--- src/rtl/seq_pkg.sv ---
// Shared definitions for the serial pattern generator.
//   state_e          : FSM state encoding
//   REP_W / GAP_W    : repetition / gap counter widths
//   BIT_W            : bit-position counter width (covers PAT_W up to 8)
//   DEFAULT_PATTERN  : built-in pattern sent when use_default=1
package seq_pkg;

  typedef enum logic [1:0] {
    ST_IDLE  = 2'd0,
    ST_SHIFT = 2'd1,
    ST_GAP   = 2'd2,
    ST_DONE  = 2'd3
  } state_e;

  localparam int REP_W = 4;
  localparam int GAP_W = 3;
  localparam int BIT_W = 3;

  localparam logic [3:0] DEFAULT_PATTERN = 4'b1011;

endpackage

--- src/rtl/seq_shifter.sv ---
// MSB-first load/shift register for the serial pattern.
// Ports:
//   clock, reset_n : clock and async active-low reset (clears the register)
//   load_i         : load data_i (takes priority over shift_i)
//   shift_i        : shift one position towards the MSB, zero fill
//   data_i         : parallel pattern to load
//   msb_o          : current MSB, i.e. the bit being presented
module seq_shifter #(
  parameter int W = 4
) (
  input  logic         clock,
  input  logic         reset_n,
  input  logic         load_i,
  input  logic         shift_i,
  input  logic [W-1:0] data_i,
  output logic         msb_o
);

  logic [W-1:0] sr_q, sr_d;

  always_comb begin
    sr_d = sr_q;
    if (load_i) begin
      sr_d = data_i;
    end else if (shift_i) begin
      sr_d = {sr_q[W-2:0], 1'b0};
    end
  end

  always_ff @(posedge clock or negedge reset_n) begin
    if (!reset_n) begin
      sr_q <= '0;
    end else begin
      sr_q <= sr_d;
    end
  end

  assign msb_o = sr_q[W-1];

endmodule

--- src/rtl/seq_gen.sv ---
// Serial pattern burst generator.
//
//   state    | meaning
//   ---------+----------------------------------------------------------
//   ST_IDLE  | waiting for start; captures pattern, reps, gap_len
//   ST_SHIFT | presenting one pattern bit per cycle, MSB first
//   ST_GAP   | idle cycles between repetitions
//   ST_DONE  | one-cycle completion pulse, then back to idle
//
// Ports:
//   clock, reset_n : clock and async active-low reset
//   start          : begin a burst (sampled only in idle)
//   use_default    : 1 sends PATTERN, 0 sends pattern_in
//   pattern_in     : user pattern, MSB first
//   reps           : repetitions 0..15 (0 goes straight to done)
//   gap_len        : idle cycles between repetitions 0..7
//   abort          : cancel the burst in shift/gap, no done pulse
//   sequence_out   : serial data, 0 when bit_valid=0
//   bit_valid      : sequence_out carries a pattern bit
//   busy           : high in shift and gap
//   done           : one-cycle pulse on normal completion
module seq_gen
  import seq_pkg::*;
#(
  parameter int               PAT_W   = 4,
  parameter logic [PAT_W-1:0] PATTERN = PAT_W'(DEFAULT_PATTERN)
) (
  input  logic             clock,
  input  logic             reset_n,
  input  logic             start,
  input  logic             use_default,
  input  logic [PAT_W-1:0] pattern_in,
  input  logic [REP_W-1:0] reps,
  input  logic [GAP_W-1:0] gap_len,
  input  logic             abort,
  output logic             sequence_out,
  output logic             bit_valid,
  output logic             busy,
  output logic             done
);

  localparam logic [BIT_W-1:0] BIT_LAST = BIT_W'(PAT_W - 1);

  state_e             state_q, state_d;
  logic [PAT_W-1:0]   pat_q, pat_d;
  logic [REP_W-1:0]   rep_q, rep_d;
  logic [GAP_W-1:0]   gcfg_q, gcfg_d;
  logic [GAP_W-1:0]   gap_q, gap_d;
  logic [BIT_W-1:0]   bit_q, bit_d;

  logic               sh_load, sh_shift, sh_msb;
  logic [PAT_W-1:0]   sh_data, pat_sel;

  assign pat_sel = use_default ? PATTERN : pattern_in;

  always_comb begin
    state_d  = state_q;
    pat_d    = pat_q;
    rep_d    = rep_q;
    gcfg_d   = gcfg_q;
    gap_d    = gap_q;
    bit_d    = bit_q;
    sh_load  = 1'b0;
    sh_shift = 1'b0;
    sh_data  = pat_q;

    unique case (state_q)
      ST_IDLE: begin
        // abort wins over a simultaneous start
        if (start && !abort) begin
          pat_d  = pat_sel;
          rep_d  = reps;
          gcfg_d = gap_len;
          if (reps == '0) begin
            state_d = ST_DONE;
          end else begin
            state_d = ST_SHIFT;
            sh_load = 1'b1;
            sh_data = pat_sel;
            bit_d   = BIT_LAST;
          end
        end
      end

      ST_SHIFT: begin
        if (abort) begin
          state_d = ST_IDLE;
        end else if (bit_q == '0) begin
          // rep_q counts repetitions still owed, including the current one
          if (rep_q <= REP_W'(1)) begin
            rep_d   = '0;
            state_d = ST_DONE;
          end else begin
            rep_d = rep_q - REP_W'(1);
            if (gcfg_q == '0) begin
              sh_load = 1'b1;
              bit_d   = BIT_LAST;
            end else begin
              state_d = ST_GAP;
              gap_d   = gcfg_q - GAP_W'(1);
            end
          end
        end else begin
          sh_shift = 1'b1;
          bit_d    = bit_q - BIT_W'(1);
        end
      end

      ST_GAP: begin
        if (abort) begin
          state_d = ST_IDLE;
        end else if (gap_q == '0) begin
          state_d = ST_SHIFT;
          sh_load = 1'b1;
          bit_d   = BIT_LAST;
        end else begin
          gap_d = gap_q - GAP_W'(1);
        end
      end

      ST_DONE: begin
        state_d = ST_IDLE;
      end

      default: begin
        state_d = ST_IDLE;
      end
    endcase
  end

  always_ff @(posedge clock or negedge reset_n) begin
    if (!reset_n) begin
      state_q <= ST_IDLE;
      pat_q   <= '0;
      rep_q   <= '0;
      gcfg_q  <= '0;
      gap_q   <= '0;
      bit_q   <= '0;
    end else begin
      state_q <= state_d;
      pat_q   <= pat_d;
      rep_q   <= rep_d;
      gcfg_q  <= gcfg_d;
      gap_q   <= gap_d;
      bit_q   <= bit_d;
    end
  end

  seq_shifter #(.W(PAT_W)) u_shifter (
    .clock   (clock),
    .reset_n (reset_n),
    .load_i  (sh_load),
    .shift_i (sh_shift),
    .data_i  (sh_data),
    .msb_o   (sh_msb)
  );

  // Outputs decode flops only: no combinational path from any input.
  assign bit_valid    = (state_q == ST_SHIFT);
  assign sequence_out = bit_valid & sh_msb;
  assign busy         = (state_q == ST_SHIFT) || (state_q == ST_GAP);
  assign done         = (state_q == ST_DONE);

endmodule
--- config.mk ---
export PLATFORM = sky130hd
export DESIGN_NAME = seq_gen
export DESIGN_NICKNAME = d
export VERILOG_FILES = /design/src/rtl/seq_pkg.sv /design/src/rtl/seq_shifter.sv /design/src/rtl/seq_gen.sv
export SDC_FILE = /design/constraint.sdc
export NUM_CORES = 1
export LEC_CHECK = 0
export ABC_AREA = 0
export CORE_ASPECT_RATIO = 1.5
export CORE_MARGIN = 1.5
export CORE_UTILIZATION = 45
export CTS_CLUSTER_SIZE = 30
export DETAILED_ROUTE_END_ITERATION = 6
export PLACE_DENSITY = 0.67
export SLEW_MARGIN = 25
export SYNTH_ARGS = -nofsm -noshare
export SYNTH_HDL_FRONTEND = slang
export SYNTH_HIERARCHICAL = 1
export SYNTH_SLANG_ARGS = --single-unit
--- constraint.sdc ---
create_clock -name clock -period 3.1 [get_ports clock]
set_input_delay 0.62 -clock clock [delete_from_list [all_inputs] [get_ports clock]]
set_output_delay 0.62 -clock clock [all_outputs]
set_load 0.1 [all_outputs]
==> results.toml, run 1 <==
[global_route]
first_global_vias = 1282
grt_overflow_total = 0
grt_use_met1 = 0.230
grt-busiest-layer = "met2"
grt_usage = 0.195
grt_max_degree = 24
grt_pass1_wl_um = 5660
use_met3 = 0.0278
antenna_found_initial = 0
grtUsageMet2 = 0.351

[pwr]
powerDensity_mw_per_mm2 = 959
leakage_nw = 0.773
ir_drop_mv = 0.751

[worst_setup_path]
path_delay_family = "adder cells"
arrival_ns = 1.71
crit_cells = 4
critPathLaunchType = "register"
required_ns = 2.48
rrSetupSlack_ns = 1.04
timing.critical_path.to = "sequence_out"
critPathKind = "register to output pin"
crit_path_end_kind = "output pin"
cpMaxStageDelayCell = "ha_2"
crit_buf_inv = 2
worstSetupStartpoint = "state_q[1]"
ff2ff_path_depth = 9
path_cells = "inv_1 -> ha_2 -> and2_1 -> buf_4"
r2r-start = "state_q[0]"
critical_path.max_stage_delay_ns = 0.44
critPathMaxFanout = 21
rr_endpoint = "u_shifter/sr_q[0]"

[clock_network]
cts_setup_buffers = 0
numCtsBuffers = 3
clk_latency_ns = 0.27
postCtsHoldBufs = 0
cts_tree = "done"
ctsRootBufferMaster = "clkbuf_8"
cts_resized = 0
clkTransAtPathRegs_ns = 0.08
htree_levels = 1
clk_path_buf_depth = 2
cts.sinks = 23

[die]
dieArea_mm2 = 0.00380
fp.coreArea_mm2 = 0.00322
chipWidth_um = 50.8
placementRows = 25
die_h_um = 74.7
start_util = 0.479
pin_count = 20

[timing]
rsz0062_at_grt = "no"
hold_viol_final = 0
setup_viol = 0
worst_slack_ns = 0.772
slew_headroom = 0.682
slew_viol_final = 0
fmax_ghz = 0.429
period_share = 0.751
min_period_ns = 2.33
clock_skew_ns = 0.00282
tightestPinTransition_ns = 0.474
finalSetupTns_ns = 0

[outcome]
outcome = "complete, no violations"

[synthesis]
ys_ff_latch = 23
synth_fp_nets = 189
yosys_warnings = 6
synth_cells = 164
yosysUniqueCellTypes = 42
mappedNetlistArea_mm2 = 0.00154
ys_seq_area_frac = 0.373
syn_avg_cell_area_um2 = 9.41

[layout]
layout.nets = 210
layout-drive-gt1-share = 0.141
syn_to_final_growth_pct = 16.6
insertedDiodeCount = 0
final_common_cell = "dfrtp_1"
layout_common_cells = "dfrtp_1 (23), clkdlybuf4s50_1 (15), a21oi_1 (14), nand2_1 (14), nor2_1 (13)"

[routing]
drc_errors = 0
ant_nets = 0
first_iter_violations = 20
vias = 1253
viasPerCell = 5.59
routedWlPerCell_um = 14.3
wl_um = 3210
dr.pass1.iters = 4

[placement]
io_buffers = 19
dp_slack_ns = 0.559
dp_hpwl_um = 2450
place.gp.congestion = 0.826

[worst_hold_path]
hp-class = "register to register"

[run]
drv_cap = 0
## per-stage QoR
stage	power (W)	cell area, um^2	hold WS (ns)	cells	util
finish	0.00173	1800	0.486	224	0.559
global route	0.00187	1800	0.530	224	0.559
CTS	0.00174	1800	0.491	224	0.559
detailed placement	0.00155	1760	0.472	220	0.545
global placement	0.00152	1760	0.464	220	0.545
floorplan	0.00137	1550	0.324	164	-
## area by class of cell
cell class	instances	area, um^2
Timing Repair Buffer	23	210
Tap cell	40	50.0
Inverter	9	33.8
Clock buffer	4	45.0
Fill cell	290	1420
Sequential cell	23	576
Multi-Input combinational cell	125	886
## flip-flops by register name, summed over array words and instances, names as in the netlist
signal and flops:
gap_q 3, u_shifter/sr_q 4, state_q 2, gcfg_q 3, bit_q 3, pat_q 4, rep_q 4
## power breakdown
| part | total (W) | leakage, nW | switching (W) | internal, W |
|---|---|---|---|---|
| clock network | 0.000188 | 0.0228 | 0.0000957 | 0.0000919 |
| logic | 0.000987 | 0.474 | 0.000602 | 0.000385 |
| registers | 0.000551 | 0.276 | 0.000118 | 0.000434 |
## Yosys cell counts (all sizes together)
cell,count,area [um^2]
xnor2,1,8.76
o21ai,14,70.1
and4,1,8.76
a21oi,14,70.1
dfrtp,23,576
nor2b,3,18.8
clkbuf,2,7.51
a211oi,1,20.0
or3,1,11.3
nand2,14,52.6
nand3b,1,7.51
buf,5,43.8
nor3,5,35.0
a22oi,2,15.0
a22o,1,8.76
mux2,5,60.1
o31ai,2,15.0
nor4,3,40.0
a31oi,3,18.8
o311ai,1,16.3
mux2i,12,120
nor4bb,1,10.0
nand4,1,6.26
and2,1,6.26
ha,9,113
inv,9,33.8
o22ai,2,12.5
o21bai,1,7.51
nand3,5,30.0
nor2,14,55.1
nand2b,6,37.5
a211o,1,8.76
## routing by layer
layer  share of wire  vias to the layer above
met1            0.43                      601
met4           0.019                        0
li1                -                      622
met2            0.52                       24
met3           0.026                        6
met5               0                        -
## cells by family after synthesis
group,synth area share
simple gates,0.207
compound gates,0.170
flops,0.373
mux,0.117
buf+inv,0.0551
fa+ha+maj,0.0729
xor+xnor,0.00567
## tightest hold or removal path: stages, from the launching register on
cell     delay (ns)
dfrtp_1        0.34
nand2_1        0.04
o21ai_0        0.06
## worst min-delay path by stage
stage                         from        to  depth (start not counted)
after CTS                 rep_q[1]  rep_q[1]                          2
final                     rep_q[1]  rep_q[1]                          2
after detailed placement  pat_q[0]  pat_q[0]                          2
after global placement    pat_q[2]  pat_q[2]                          2
after floorplan            reset_n  bit_q[0]                          0
after global routing      pat_q[0]  pat_q[0]                          2
Power figures use the tool's default switching activity.
==> inputs of run 2 (changes only) <==
Clock period 3.1 ns to 2.3 ns, I/O delays scaled along.
==> results.toml, run 2 (synthesized netlist as in run 1, its figures left out) <==
[timing]
clock_skew_ns = 0.00363
min_period_ns = 2.03
hold_viol_final = 0
slew_viol_final = 0
slew_headroom = 0.721
setup_viol = 0
rsz0062_at_grt = "no"
tightestPinTransition_ns = 0.415
period_share = 0.884
finalSetupTns_ns = 0
fmax_ghz = 0.492

[worst_hold_path]
hp-class = "register to register"

[die]
pin_count = 20
fp.coreArea_mm2 = 0.00322
chipWidth_um = 50.8
dieArea_mm2 = 0.00380
start_util = 0.479
die_h_um = 74.7
placementRows = 25

[global_route]
grt_overflow_total = 0
grt_pass1_wl_um = 5910
grt_usage = 0.205
antenna_found_initial = 0
grt_max_degree = 24
first_global_vias = 1322

[pwr]
powerDensity_mw_per_mm2 = 1310
ir_drop_mv = 1.06
leakage_nw = 0.811

[clock_network]
numCtsBuffers = 3
postCtsHoldBufs = 0
cts.sinks = 23
cts_resized = 0
cts_tree = "done"
clkTransAtPathRegs_ns = 0.08
clk_latency_ns = 0.26
cts_setup_buffers = 0
ctsRootBufferMaster = "clkbuf_8"
htree_levels = 1
clk_path_buf_depth = 2

[routing]
dr.pass1.iters = 5
routedWlPerCell_um = 15.1
first_iter_violations = 47
wl_um = 3430
vias = 1283
drc_errors = 0
viasPerCell = 5.63
ant_nets = 0

[run]
drv_cap = 0

[worst_setup_path]
r2r-start = "state_q[0]"
crit_buf_inv = 1
crit_path_end_kind = "register"
rrSetupSlack_ns = 0.27
critPathMaxFanout = 7
crit_cells = 8
ff2ff_path_depth = 8
path_delay_family = "adder cells"
critical_path.max_stage_delay_ns = 0.45
rr_endpoint = "gap_q[2]"
critPathLaunchType = "register"
cpMaxStageDelayCell = "dfrtp_1"
path_cells = "inv_1 -> ha_1 -> mux2i_1 -> ha_1 -> xnor2_1 -> nand2_1 -> nor4_1 -> nor3_1"
cp_common_cell = "ha_1"
critPathKind = "register to register"
required_ns = 2.44
timing.critical_path.to = "gap_q[2]"
worstSetupStartpoint = "state_q[0]"
arrival_ns = 2.18

[layout]
syn_to_final_growth_pct = 22.6
top_regs = "pat_q: 4 flops, rep_q: 4 flops, u_shifter/sr_q: 4 flops"
layout.nets = 214
insertedDiodeCount = 0
layout-drive-gt1-share = 0.165
final_common_cell = "dfrtp_1"
layout_common_cells = "dfrtp_1 (23), clkdlybuf4s50_1 (15), a21oi_1 (14), nand2_1 (14), nor2_1 (13)"
stdcell_area_mm2 = 0.00189

[placement]
io_buffers = 19
placed_area_mm2 = 0.00185
place.gp.congestion = 0.879
dp_hpwl_um = 2610

[outcome]
outcome = "complete, no violations"
## run 2: cell count changes in the layout (fill, tap and decap cells not counted), sizes merged
cell / change
buf: +4
## run 2: worst min-delay path by stage
stage | endpoint | slack [ns] | cells after the start | from
finish | pat_q[2] | 0.48 | 2 | pat_q[2]
global placement | pat_q[1] | 0.47 | 2 | pat_q[1]
floorplan | bit_q[0] | 0.16 | 0 | reset_n
CTS | pat_q[2] | 0.48 | 2 | pat_q[2]
detailed placement | pat_q[2] | 0.47 | 2 | pat_q[2]
global route | pat_q[2] | 0.50 | 2 | pat_q[2]
## run 2: cell type report
type	instances	area, um^2
Clock buffer	4	45.0
Fill cell	284	1330
Inverter	9	33.8
Multi-Input combinational cell	125	898
Sequential cell	23	576
Tap cell	40	50.0
Timing Repair Buffer	27	290
## run 2: worst min-delay path: cells and delay by family (launching register included)
| family | cells | cell delay [ns] |
|---|---|---|
| flip-flops | 1 | 0.34 |
| AND/OR/NAND/NOR | 1 | 0.04 |
| AO/OA/AOI/OAI | 1 | 0.06 |
## run 2: through the flow
step                      hold WS [ns]  worst slack (ns)  utilization  power [W]  cells
after floorplan                  0.164             0.159            -    0.00187    164
after global routing             0.504            0.0903        0.588    0.00269    228
after CTS                        0.484             0.263        0.588    0.00250    228
after detailed placement         0.466            0.0337        0.574    0.00225    224
after global placement           0.469            0.0955        0.574    0.00220    224
final                            0.479             0.266        0.588    0.00249    228
## run 2: where the power goes
group | switching, W | leakage (nW) | internal, W
sequential | 0.000168 | 0.276 | 0.000585
clock | 0.000128 | 0.0228 | 0.000124
combinational | 0.000849 | 0.512 | 0.000634
## run 2: metal layers
layer  vias up  global-route usage  part of all wire
met4         0              0.0961             0.018
met2        27               0.383              0.54
met5         -                   0                 0
met1       617               0.235              0.42
li1        633                   -                 -
met3         6              0.0198             0.024
